===== src/rtl/game_pkg.sv =====
// Shared types and constants for the health bar / round-control stage.
// Latency: n/a (types, constants and a helper function only).
// Backpressure: n/a.
package game_pkg;

    // Round state machine encoding
    typedef enum logic [1:0] {
        PLAY      = 2'd0,
        KO        = 2'd1,
        GAME_OVER = 2'd2
    } state_e;

    // Winner encodings as seen on the winner output
    localparam logic [1:0] WIN_NONE = 2'b00;
    localparam logic [1:0] WIN_L    = 2'b01;
    localparam logic [1:0] WIN_R    = 2'b10;
    localparam logic [1:0] WIN_DRAW = 2'b11;

    localparam logic [11:0] COL_WHITE = 12'hFFF;

    // Health decrement that sticks at zero
    function automatic logic [3:0] sat_dec(input logic [3:0] h, input logic hit);
        return (hit && (h != 4'd0)) ? (h - 4'd1) : h;
    endfunction

endpackage


===== src/rtl/health_bar_render.sv =====
// Pixel decision for the two health bars; everything outside the bar slots passes through.
// Latency: 0 cycles (pure combinational; the caller registers the result).
// Backpressure: none, one pixel in and one pixel out every cycle.
module health_bar_render
    import game_pkg::*;
#(
    parameter int              CD         = 12,
    parameter int              MAX_HEALTH = 8,
    parameter int              SEG_W      = 16,
    parameter int              BAR_Y0     = 8,
    parameter int              BAR_H      = 12,
    parameter int              BAR_L_X0   = 16,
    parameter int              BAR_R_X1   = 623,
    parameter logic [CD-1:0]   COL_L      = 12'h0F0,
    parameter logic [CD-1:0]   COL_R      = 12'hF00,
    parameter logic [CD-1:0]   COL_EMPTY  = 12'h333
) (
    input  logic [10:0]   x,
    input  logic [10:0]   y,
    input  logic [3:0]    health_l,
    input  logic [3:0]    health_r,
    input  logic [1:0]    winner,
    input  logic          flash,
    input  logic [CD-1:0] si_rgb,
    output logic [CD-1:0] pix
);

    // Slot edges are fixed at elaboration; only the fill edge depends on health
    localparam logic [10:0] ROW_TOP  = 11'(BAR_Y0);
    localparam logic [10:0] ROW_END  = 11'(BAR_Y0 + BAR_H);
    localparam logic [10:0] L_X0     = 11'(BAR_L_X0);
    localparam logic [10:0] L_END    = 11'(BAR_L_X0 + MAX_HEALTH * SEG_W);
    localparam logic [10:0] R_X1     = 11'(BAR_R_X1);
    localparam logic [10:0] R_START  = 11'(BAR_R_X1 - MAX_HEALTH * SEG_W);
    localparam logic [10:0] SEG_W11  = 11'(SEG_W);

    logic [10:0] l_fill_w;
    logic [10:0] r_fill_w;
    logic        in_rows;
    logic        in_l;
    logic        in_r;

    // Choose bar colour, flash white or upstream pixel for the current position
    always_comb begin
        pix      = si_rgb;
        l_fill_w = {7'd0, health_l} * SEG_W11;
        r_fill_w = {7'd0, health_r} * SEG_W11;
        in_rows  = (y >= ROW_TOP) && (y < ROW_END);
        in_l     = in_rows && (x >= L_X0) && (x < L_END);
        in_r     = in_rows && (x > R_START) && (x <= R_X1);
        if (in_l) begin
            if (x < (L_X0 + l_fill_w)) begin
                pix = (flash && (winner == WIN_L)) ? COL_WHITE : COL_L;
            end else begin
                pix = (flash && (winner == WIN_DRAW)) ? COL_WHITE : COL_EMPTY;
            end
        end else if (in_r) begin
            if (x > (R_X1 - r_fill_w)) begin
                pix = (flash && (winner == WIN_R)) ? COL_WHITE : COL_R;
            end else begin
                pix = (flash && (winner == WIN_DRAW)) ? COL_WHITE : COL_EMPTY;
            end
        end
    end

endmodule


===== src/rtl/health_bar_overlay.sv =====
// Tracks player health, runs the play/KO/game-over round FSM and overlays the health bars.
// Latency: 1 cycle from x/y/si_rgb to so_rgb; state outputs update 1 cycle after the causing input.
// Backpressure: none, the pixel stream advances every cycle.
module health_bar_overlay
    import game_pkg::*;
#(
    parameter int              CD           = 12,
    parameter int              MAX_HEALTH   = 8,
    parameter int              SEG_W        = 16,
    parameter int              BAR_Y0       = 8,
    parameter int              BAR_H        = 12,
    parameter int              BAR_L_X0     = 16,
    parameter int              BAR_R_X1     = 623,
    parameter int              KO_FRAMES    = 120,
    parameter int              FLASH_FRAMES = 8,
    parameter logic [CD-1:0]   COL_L        = 12'h0F0,
    parameter logic [CD-1:0]   COL_R        = 12'hF00,
    parameter logic [CD-1:0]   COL_EMPTY    = 12'h333
) (
    input  logic          clk,
    input  logic          reset,
    input  logic [10:0]   x,
    input  logic [10:0]   y,
    input  logic          hit_l,
    input  logic          hit_r,
    input  logic          restart,
    input  logic [CD-1:0] si_rgb,
    output logic [CD-1:0] so_rgb,
    output logic [3:0]    health_l,
    output logic [3:0]    health_r,
    output logic          game_over,
    output logic [1:0]    winner
);

    localparam int             FRW     = $clog2(KO_FRAMES + 1);
    localparam int             FLW     = $clog2(FLASH_FRAMES + 1);
    localparam logic [FRW-1:0] KO_LAST = FRW'(KO_FRAMES - 1);
    localparam logic [FLW-1:0] FL_LAST = FLW'(FLASH_FRAMES - 1);
    localparam logic [3:0]     MAX_H   = 4'(MAX_HEALTH);

    state_e         state_q, state_d;
    logic [3:0]     hl_q, hl_d, hr_q, hr_d;
    logic [1:0]     win_q, win_d;
    logic [FRW-1:0] frame_q, frame_d;
    logic [FLW-1:0] fcnt_q, fcnt_d;
    logic           flash_q, flash_d;
    logic [10:0]    prev_x_q, prev_y_q;
    logic [CD-1:0]  so_q, so_d;
    logic [3:0]     hl_dec, hr_dec;
    logic           tick;

    // Frame tick fires on the first origin cycle only, however long the origin is held
    always_comb begin
        tick = (x == 11'd0) && (y == 11'd0) &&
               !((prev_x_q == 11'd0) && (prev_y_q == 11'd0));
    end

    // Round FSM, health bookkeeping and frame/flash counters
    always_comb begin
        state_d = state_q;
        hl_d    = hl_q;
        hr_d    = hr_q;
        win_d   = win_q;
        frame_d = frame_q;
        fcnt_d  = fcnt_q;
        flash_d = flash_q;
        hl_dec  = sat_dec(hl_q, hit_l);
        hr_dec  = sat_dec(hr_q, hit_r);
        if (restart) begin
            state_d = PLAY;
            hl_d    = MAX_H;
            hr_d    = MAX_H;
            win_d   = WIN_NONE;
            frame_d = '0;
            fcnt_d  = '0;
            flash_d = 1'b0;
        end else begin
            case (state_q)
                PLAY: begin
                    hl_d = hl_dec;
                    hr_d = hr_dec;
                    if ((hl_dec == 4'd0) || (hr_dec == 4'd0)) begin
                        state_d = KO;
                        frame_d = '0;
                        fcnt_d  = '0;
                        flash_d = 1'b0;
                        if ((hl_dec == 4'd0) && (hr_dec == 4'd0)) begin
                            win_d = WIN_DRAW;
                        end else if (hr_dec == 4'd0) begin
                            win_d = WIN_L;
                        end else begin
                            win_d = WIN_R;
                        end
                    end
                end
                KO, GAME_OVER: begin
                    if (tick) begin
                        if (state_q == KO) begin
                            frame_d = frame_q + 1'b1;
                            if (frame_q == KO_LAST) begin
                                state_d = GAME_OVER;
                            end
                        end
                        if (fcnt_q == FL_LAST) begin
                            fcnt_d  = '0;
                            flash_d = !flash_q;
                        end else begin
                            fcnt_d = fcnt_q + 1'b1;
                        end
                    end
                end
                default: state_d = PLAY;
            endcase
        end
    end

    health_bar_render #(
        .CD        (CD),
        .MAX_HEALTH(MAX_HEALTH),
        .SEG_W     (SEG_W),
        .BAR_Y0    (BAR_Y0),
        .BAR_H     (BAR_H),
        .BAR_L_X0  (BAR_L_X0),
        .BAR_R_X1  (BAR_R_X1),
        .COL_L     (COL_L),
        .COL_R     (COL_R),
        .COL_EMPTY (COL_EMPTY)
    ) u_render (
        .x       (x),
        .y       (y),
        .health_l(hl_q),
        .health_r(hr_q),
        .winner  (win_q),
        .flash   (flash_q),
        .si_rgb  (si_rgb),
        .pix     (so_d)
    );

    // State and output pixel registers
    always_ff @(posedge clk) begin
        if (reset) begin
            state_q  <= PLAY;
            hl_q     <= MAX_H;
            hr_q     <= MAX_H;
            win_q    <= WIN_NONE;
            frame_q  <= '0;
            fcnt_q   <= '0;
            flash_q  <= 1'b0;
            prev_x_q <= '1;
            prev_y_q <= '1;
            so_q     <= '0;
        end else begin
            state_q  <= state_d;
            hl_q     <= hl_d;
            hr_q     <= hr_d;
            win_q    <= win_d;
            frame_q  <= frame_d;
            fcnt_q   <= fcnt_d;
            flash_q  <= flash_d;
            prev_x_q <= x;
            prev_y_q <= y;
            so_q     <= so_d;
        end
    end

    assign so_rgb    = so_q;
    assign health_l  = hl_q;
    assign health_r  = hr_q;
    assign winner    = win_q;
    assign game_over = (state_q == GAME_OVER);

endmodule

===== config.mk =====
export PLATFORM = sky130hd
export DESIGN_NAME = health_bar_overlay
export DESIGN_NICKNAME = d
export VERILOG_FILES = /design/src/rtl/game_pkg.sv /design/src/rtl/health_bar_render.sv /design/src/rtl/health_bar_overlay.sv
export SDC_FILE = /design/constraint.sdc
export NUM_CORES = 1
export LEC_CHECK = 0
export CAP_MARGIN = 5
export CORE_UTILIZATION = 52
export DETAILED_ROUTE_END_ITERATION = 7
export GPL_ROUTABILITY_DRIVEN = 0
export HOLD_SLACK_MARGIN = 0.06
export MAX_ROUTING_LAYER = met4
export PLACE_DENSITY = 0.81
export SYNTH_ARGS = -nofsm -noshare
export SYNTH_HDL_FRONTEND = slang
export SYNTH_SLANG_ARGS = --single-unit

===== constraint.sdc =====
create_clock -name clk -period 2.59 [get_ports clk]
set_input_delay 0.777 -clock clk [delete_from_list [all_inputs] [get_ports clk]]
set_output_delay 0.777 -clock clk [all_outputs]
set_load 0.02 [all_outputs]

==> Yosys cells after proc, flatten, opt, wreduce, memory -nomap -nowiden <==
Index checks and enable logic that the tools add are counted.
{ "word_totals": {"output_inout_bits": 23, "wordCells": 98, "register_bits": 58, "inputBits": 39} }
{ "op_classes": {"n_reduce_logical": 34, "n_mux": 28, "n_eq_ne": 12, "magnitude_cmp": 8, "n_addsub": 6} }
{ "op_table": {"columns": ["cell", "count"], "rows": [
  ["$mux 12", 6],
  ["$logic_not 11->1", 4],
  ["$mux 7", 3],
  ["$mux 4", 5],
  ["$logic_and 1x1->1", 14],
  ["$pmux 7 s2", 1],
  ["$mux 2", 6],
  ["$reduce_and 4->1", 3],
  ["$ge 11x4->1 const B", 1],
  ["$ge 11x5->1 const B", 1],
  ["$gt 11x11->1", 1],
  ["$gt 11x9->1 const B", 1],
  ["$le 11x10->1 const B", 1],
  ["$lt 11x11->1", 1],
  ["$lt 11x5->1 const B", 1],
  ["$lt 11x8->1 const B", 1],
  ["$sub 10x8->11 const A", 1],
  ["$ne 2x2->1 const B", 5],
  ["$add 5x8->9 const A", 1],
  ["$logic_not 4->1", 2],
  ["$mux 8", 1],
  ["$pmux 4 s2", 1],
  ["$reduce_bool 4->1", 2],
  ["$sub 4x1->4 const B", 2],
  ["16 further kinds", 23]
]} }

==> Logic depth before layout (Yosys ltp) <==
{ "depth": {"ltp_word": 7, "ltp_mapped": 11, "depth_no_buf": 10} }

==> Cells and area by module <==
A second synthesis with hierarchy kept.
{ "hier_totals": {"hier_cells": 345, "hier_area_um2": 3051.7} }
{ "modules_own_cells": {"columns": ["mod", "cells_each", "n_inst", "area_each_um2", "seq_area_each_um2"], "rows": [
  ["health_bar_overlay", 253, 1, 2373.5, 1161.1],
  ["health_bar_render", 92, 1, 678.2, 0.0]
]} }

==> Least setup slack after synthesis <==
No wires, ideal clock.
{ "synth_path": {"path_kind": "reg2reg", "startpoint": "reg hr_q[0] (netlist: health_r[0])", "endpoint": "reg so_q[2] (netlist: so_rgb[2])", "stages_incl_launch_ff": 11, "required_time_ps": 2452, "n_path_buf": 1, "synth_period_minus_slack_ps": 2555, "setup_ps": 138, "setup_slack_ps": 35, "t_arrival_ps": 2418, "cell_sequence": "dfxtp_1 -> clkbuf_1 -> inv_1 -> ha_1 -> ha_1 -> a21o_1 -> a21oi_1 -> o21ai_0 -> and4bb_1 -> a31oi_1 -> a311oi_1"} }
{ "synth_via": {"elab_chain_cells": 5} }
{ "synth_rtl": {"columns": ["item", "line_no", "rtl"], "rows": [
  ["start, declared", "health_bar_overlay.sv:42", "logic [3:0] hl_q, hl_d, hr_q, hr_d;"],
  ["start signal, assigned", "health_bar_overlay.sv:155", "hr_q <= hr_d;"],
  ["$sub 10x8->11", "health_bar_render.sv:58", "if (x > (R_X1 - r_fill_w)) begin"],
  ["$gt 11x11->1", "health_bar_render.sv:58", null],
  ["$mux 12", "health_bar_render.sv:58", null],
  ["$mux 12", "health_bar_render.sv:57", "end else if (in_r) begin"],
  ["$mux 12", "health_bar_render.sv:51", "if (in_l) begin"],
  ["end signal, assigned", "health_bar_overlay.sv:151", "so_q <= '0;"],
  ["end signal, assigned", "health_bar_overlay.sv:162", "so_q <= so_d;"],
  ["end, declared", "health_bar_overlay.sv:48", "logic [CD-1:0] so_q, so_d;"]
]} }
No other way between the ends.
A chain may end at the register's enable or synchronous reset.

==> Worst setup path in the final report <==
{ "layout_path": {"startpoint": "in x[9]", "endpoint": "reg so_q[11] (netlist: so_rgb[11])"} }
{ "layout_via": {"elab_chain_cells": 5, "word_cells_on_any_way": 14, "cone_classes": "order compare: 6; mux: 4; reduce/logical: 4"} }
{ "layout_rtl": {"columns": ["item", "line_no", "rtl"], "rows": [
  ["start, declared", "health_bar_overlay.sv:22", "input logic [10:0] x,"],
  ["$gt 11x9->1", "health_bar_render.sv:50", "in_r = in_rows && (x > R_START) && (x <= R_X1);"],
  ["$logic_and 1x1->1 (2 in series)", "health_bar_render.sv:50", null],
  ["$mux 12", "health_bar_render.sv:57", null],
  ["$mux 12 (*)", "health_bar_render.sv:51", null]
]} }
Every way passes the cells marked *; elsewhere a longest branch is shown, timed or not.

==> results by group <==
Outcome
  • Status: complete, but fails checks
  • Failing checks: negative setup slack

Placement
  • Port Buffers: 61
  • DPL Wire Length: 5.69 mm

Timing
  • Worst-margin pin slew: approximately 0.45 ns
  • Layout Skew: between 0.01 and 0.015 ns
  • Total negative slack: -0.0105 ns
  • Final min period: 2.60 ns
  • Slew HR: between 70% and 80%
  • Hold Fails Final Rpt: 0
  • Final WS setup: -0.0105 ns
  • FMAX: approximately 380 MHz
  • Setup Viol. Count Final: 1
  • Final Max Tran Viols: 0
  • Final worst path period share: 100%

Clocking
  • H-tree depth: 3
  • Reg clk slew, reported paths: 0.07 ns
  • Total clock sinks: 58
  • Root buffer cell: clkbuf_8
  • CTS Buffer Depth: 2
  • TritonCTS Buffers: 9
  • Hold-fix buffers, CTS: 0
  • CTS tree: built
  • Clock Latency Late Sink: between 0.3 and 0.4 ns

Flow run
  • Max_cap viols: 0

Synth
  • Netlist cell types: 51
  • Synth cell count leaders: dfxtp_1, or2_2, a21oi_1, nand2_1, ha_1
  • Synth Instances: 353
  • Mapped cell area: 0.00309 mm²
  • Post-synthesis register bit count: 58
  • Number of synthesized flops with an enable pin: 0
  • Most frequent cell after synthesis: dfxtp_1
  • Post-synthesis sequential area ratio: between 30% and 40%
  • Ys flop type: dfxtp_1
  • Ys async rst share: 0%
  • Top cells by area, synth: dfxtp_1, ha_1, or2_2, a21oi_1, mux2i_1
  • Syn Nets: 412
  • Syn Area/Cell: 8.75 µm²
  • Synth top area share: 37.6%
  • Syn. warnings: 0
  • Top cell type by total area after synthesis: dfxtp_1

Worst setup path
  • WP data required: 2.84 ns
  • Kind of critical path: in -> reg
  • CP max FO: 6
  • Startpoint types: input pin
  • CP arrival: 2.85 ns
  • Element type at the critical path end: register

Global routing
  • Total gr overflow: 0
  • First-pass GRT wire length: 13.1 mm
  • Initial antenna violation count: 0
  • Largest net degree at the start of global routing: 30
  • GRT Overall Usage: 28.1%
  • Vias in the first global route: 2846

Route
  • Vias per cell: 5.69
  • Routed wire per std cell: 15.6 µm
  • Post-DRT Antenna Nets: 0
  • Vias: between 2000 and 3000
  • Final wirelength: 8.09 mm
  • DR DRC count: 0
  • Iteration-0 DRC count of the detailed router: 198
  • First drt pass iteration count: 5

Power
  • PD cells: 577 mW/mm²
  • Clock Power Share: between 40% and 50%
  • Net Sw Power: 618 µW
  • Worst vdd ir: between 0.3 and 0.4 mV
  • Sw Ratio: about 25%
  • Internal: 1850 µW
  • Lkg Pwr: 0.00176 µW
  • Logic pwr share: 18.5%
  • Flop pwr share: 38.6%

Finish
  • Fraction of layout cells with a size suffix above 1: 19.6%
  • FILL cells: 394
  • Final #Nets: 502
  • Layout area overhead: 38.6%
  • N_diodes: 0
  • Final core occ: 76.4%

Floorplan
  • Initial Utilization: between 50% and 60%
  • Area of the die: 0.00625 mm²
  • Height of the die: 79.1 µm
  • Core ar.: 0.00561 mm²
  • Site Rows: 27
  • I/O pin count: 62
  • Die Wd: a little under 80 µm

Worst hold path
  • Hold/Removal Path Class: reg -> reg
==> per-stage QoR <==
step | setup slack (ns) | cell area (µm²) | hold WS, ns | power, µW | cells
floorplan | 0.0345 | 3090 | 0.453 | 1220 | 353
global placement | -0.322 | 3980 | 0.475 | 1410 | 503
detailed placement | -0.407 | 3980 | 0.490 | 1420 | 503
CTS | 0.00823 | 4240 | 0.494 | 2470 | 520
global route | -0.0378 | 4280 | 0.518 | 2570 | 520
finish | -0.0105 | 4280 | 0.498 | 2470 | 520
==> layout by cell type (no fill, tap or decap), drive strengths merged, types with 2 or more instances in the layout <==
| cell | n |
|---|---|
| a211o | 2 |
| a211oi | 6 |
| a21o | 2 |
| a21oi | 23 |
| a311oi | 2 |
| a31oi | 8 |
| a41o | 2 |
| and2 | 2 |
| and3 | 6 |
| and4 | 3 |
| buf | 35 |
| bufinv | 3 |
| clkbuf | 11 |
| clkdlybuf4s50 | 54 |
| clkinv | 2 |
| dfxtp | 58 |
| dlymetal6s2s | 6 |
| ha | 20 |
| inv | 15 |
| mux2i | 9 |
| nand2 | 23 |
| nand2b | 8 |
| nand3 | 17 |
| nand3b | 2 |
| nand4 | 9 |
| nand4b | 3 |
| nor2 | 17 |
| nor2b | 3 |
| nor3 | 9 |
| nor3b | 7 |
| nor4 | 9 |
| o211ai | 7 |
| o21ai | 12 |
| o31ai | 2 |
| or2 | 24 |
| or3 | 5 |
| xnor2 | 3 |
| xor2 | 6 |
==> per-layer routing <==
metal	up-vias	GRT usage, %	share of wire, %
met1	1347	32.3	43
met5	-	-	0
met4	0	14.0	3.1
met2	121	45.6	48
li1	1468	-	-
met3	23	6.67	6.4
==> critical path, stage by stage <==
cell and delay, ns:
clkdlybuf4s50_1 0.43, buf_4 0.17, or3_1 0.41, or3_1 0.45
inv_2 0.09, nand4_1 0.15, buf_4 0.19, a21oi_1 0.19
==> cell families after synthesis <==
group                    share of synthesized area, %
AO/OA/AOI/OAI                                    16.0
adder cells (fa/ha/maj)                          8.10
AND/OR/NAND/NOR                                  28.4
XOR/XNOR                                         2.55
multiplexers                                     2.92
flip-flops                                       37.6
buffers and inverters                            4.50
==> area by class of cell <==
type	instances	area, µm²	share of cell area, %
sequential	58	1170	27.2
tap	72	90.1	2.10
multi-input combinational	263	1820	42.5
inverter	15	56.3	1.31
clock inverter	5	100	2.34
timing repair buffer	96	900	21.0
clock buffer	11	151	3.53
==> repair_timing <==
item,4_1_cts,5_1_grt
setup endpoints to repair,4,22
resized for setup,3,13
pin swaps,3,3
setup buffers,1,0
==> registers in the layout, indices dropped and copies added, names as in the netlist <==
| signal | flops |
|---|---|
| health_l | 4 |
| fcnt_q | 4 |
| prev_x_q | 11 |
| prev_y_q | 11 |
| frame_q | 7 |
| health_r | 4 |
| winner | 2 |
| flash_q | 1 |
| so_rgb | 12 |
| state_q | 2 |
==> power by group through the flow <==
stage               logic (µW)  clock network, µW  registers (µW)
floorplan                  225                  0             990
global placement           434                  0             971
detailed placement         447                  0             973
CTS                        452               1070             953
global route               495               1110             958
finish                     457               1060             953
==> worst paths after layout <==
check | startpoint | endpoint | slack (ns) | depth (start not counted)
hold reg to reg | frame_q[1] | frame_q[1] | 0.50 | 2
setup reg to reg | health_l[1] | so_rgb[11] | 0.07 | 10
hold / removal | frame_q[1] | frame_q[1] | 0.50 | 2
setup / recovery | x[9] | so_rgb[11] | -0.01 | 8
No activity file was read; power rests on OpenSTA's default activity.
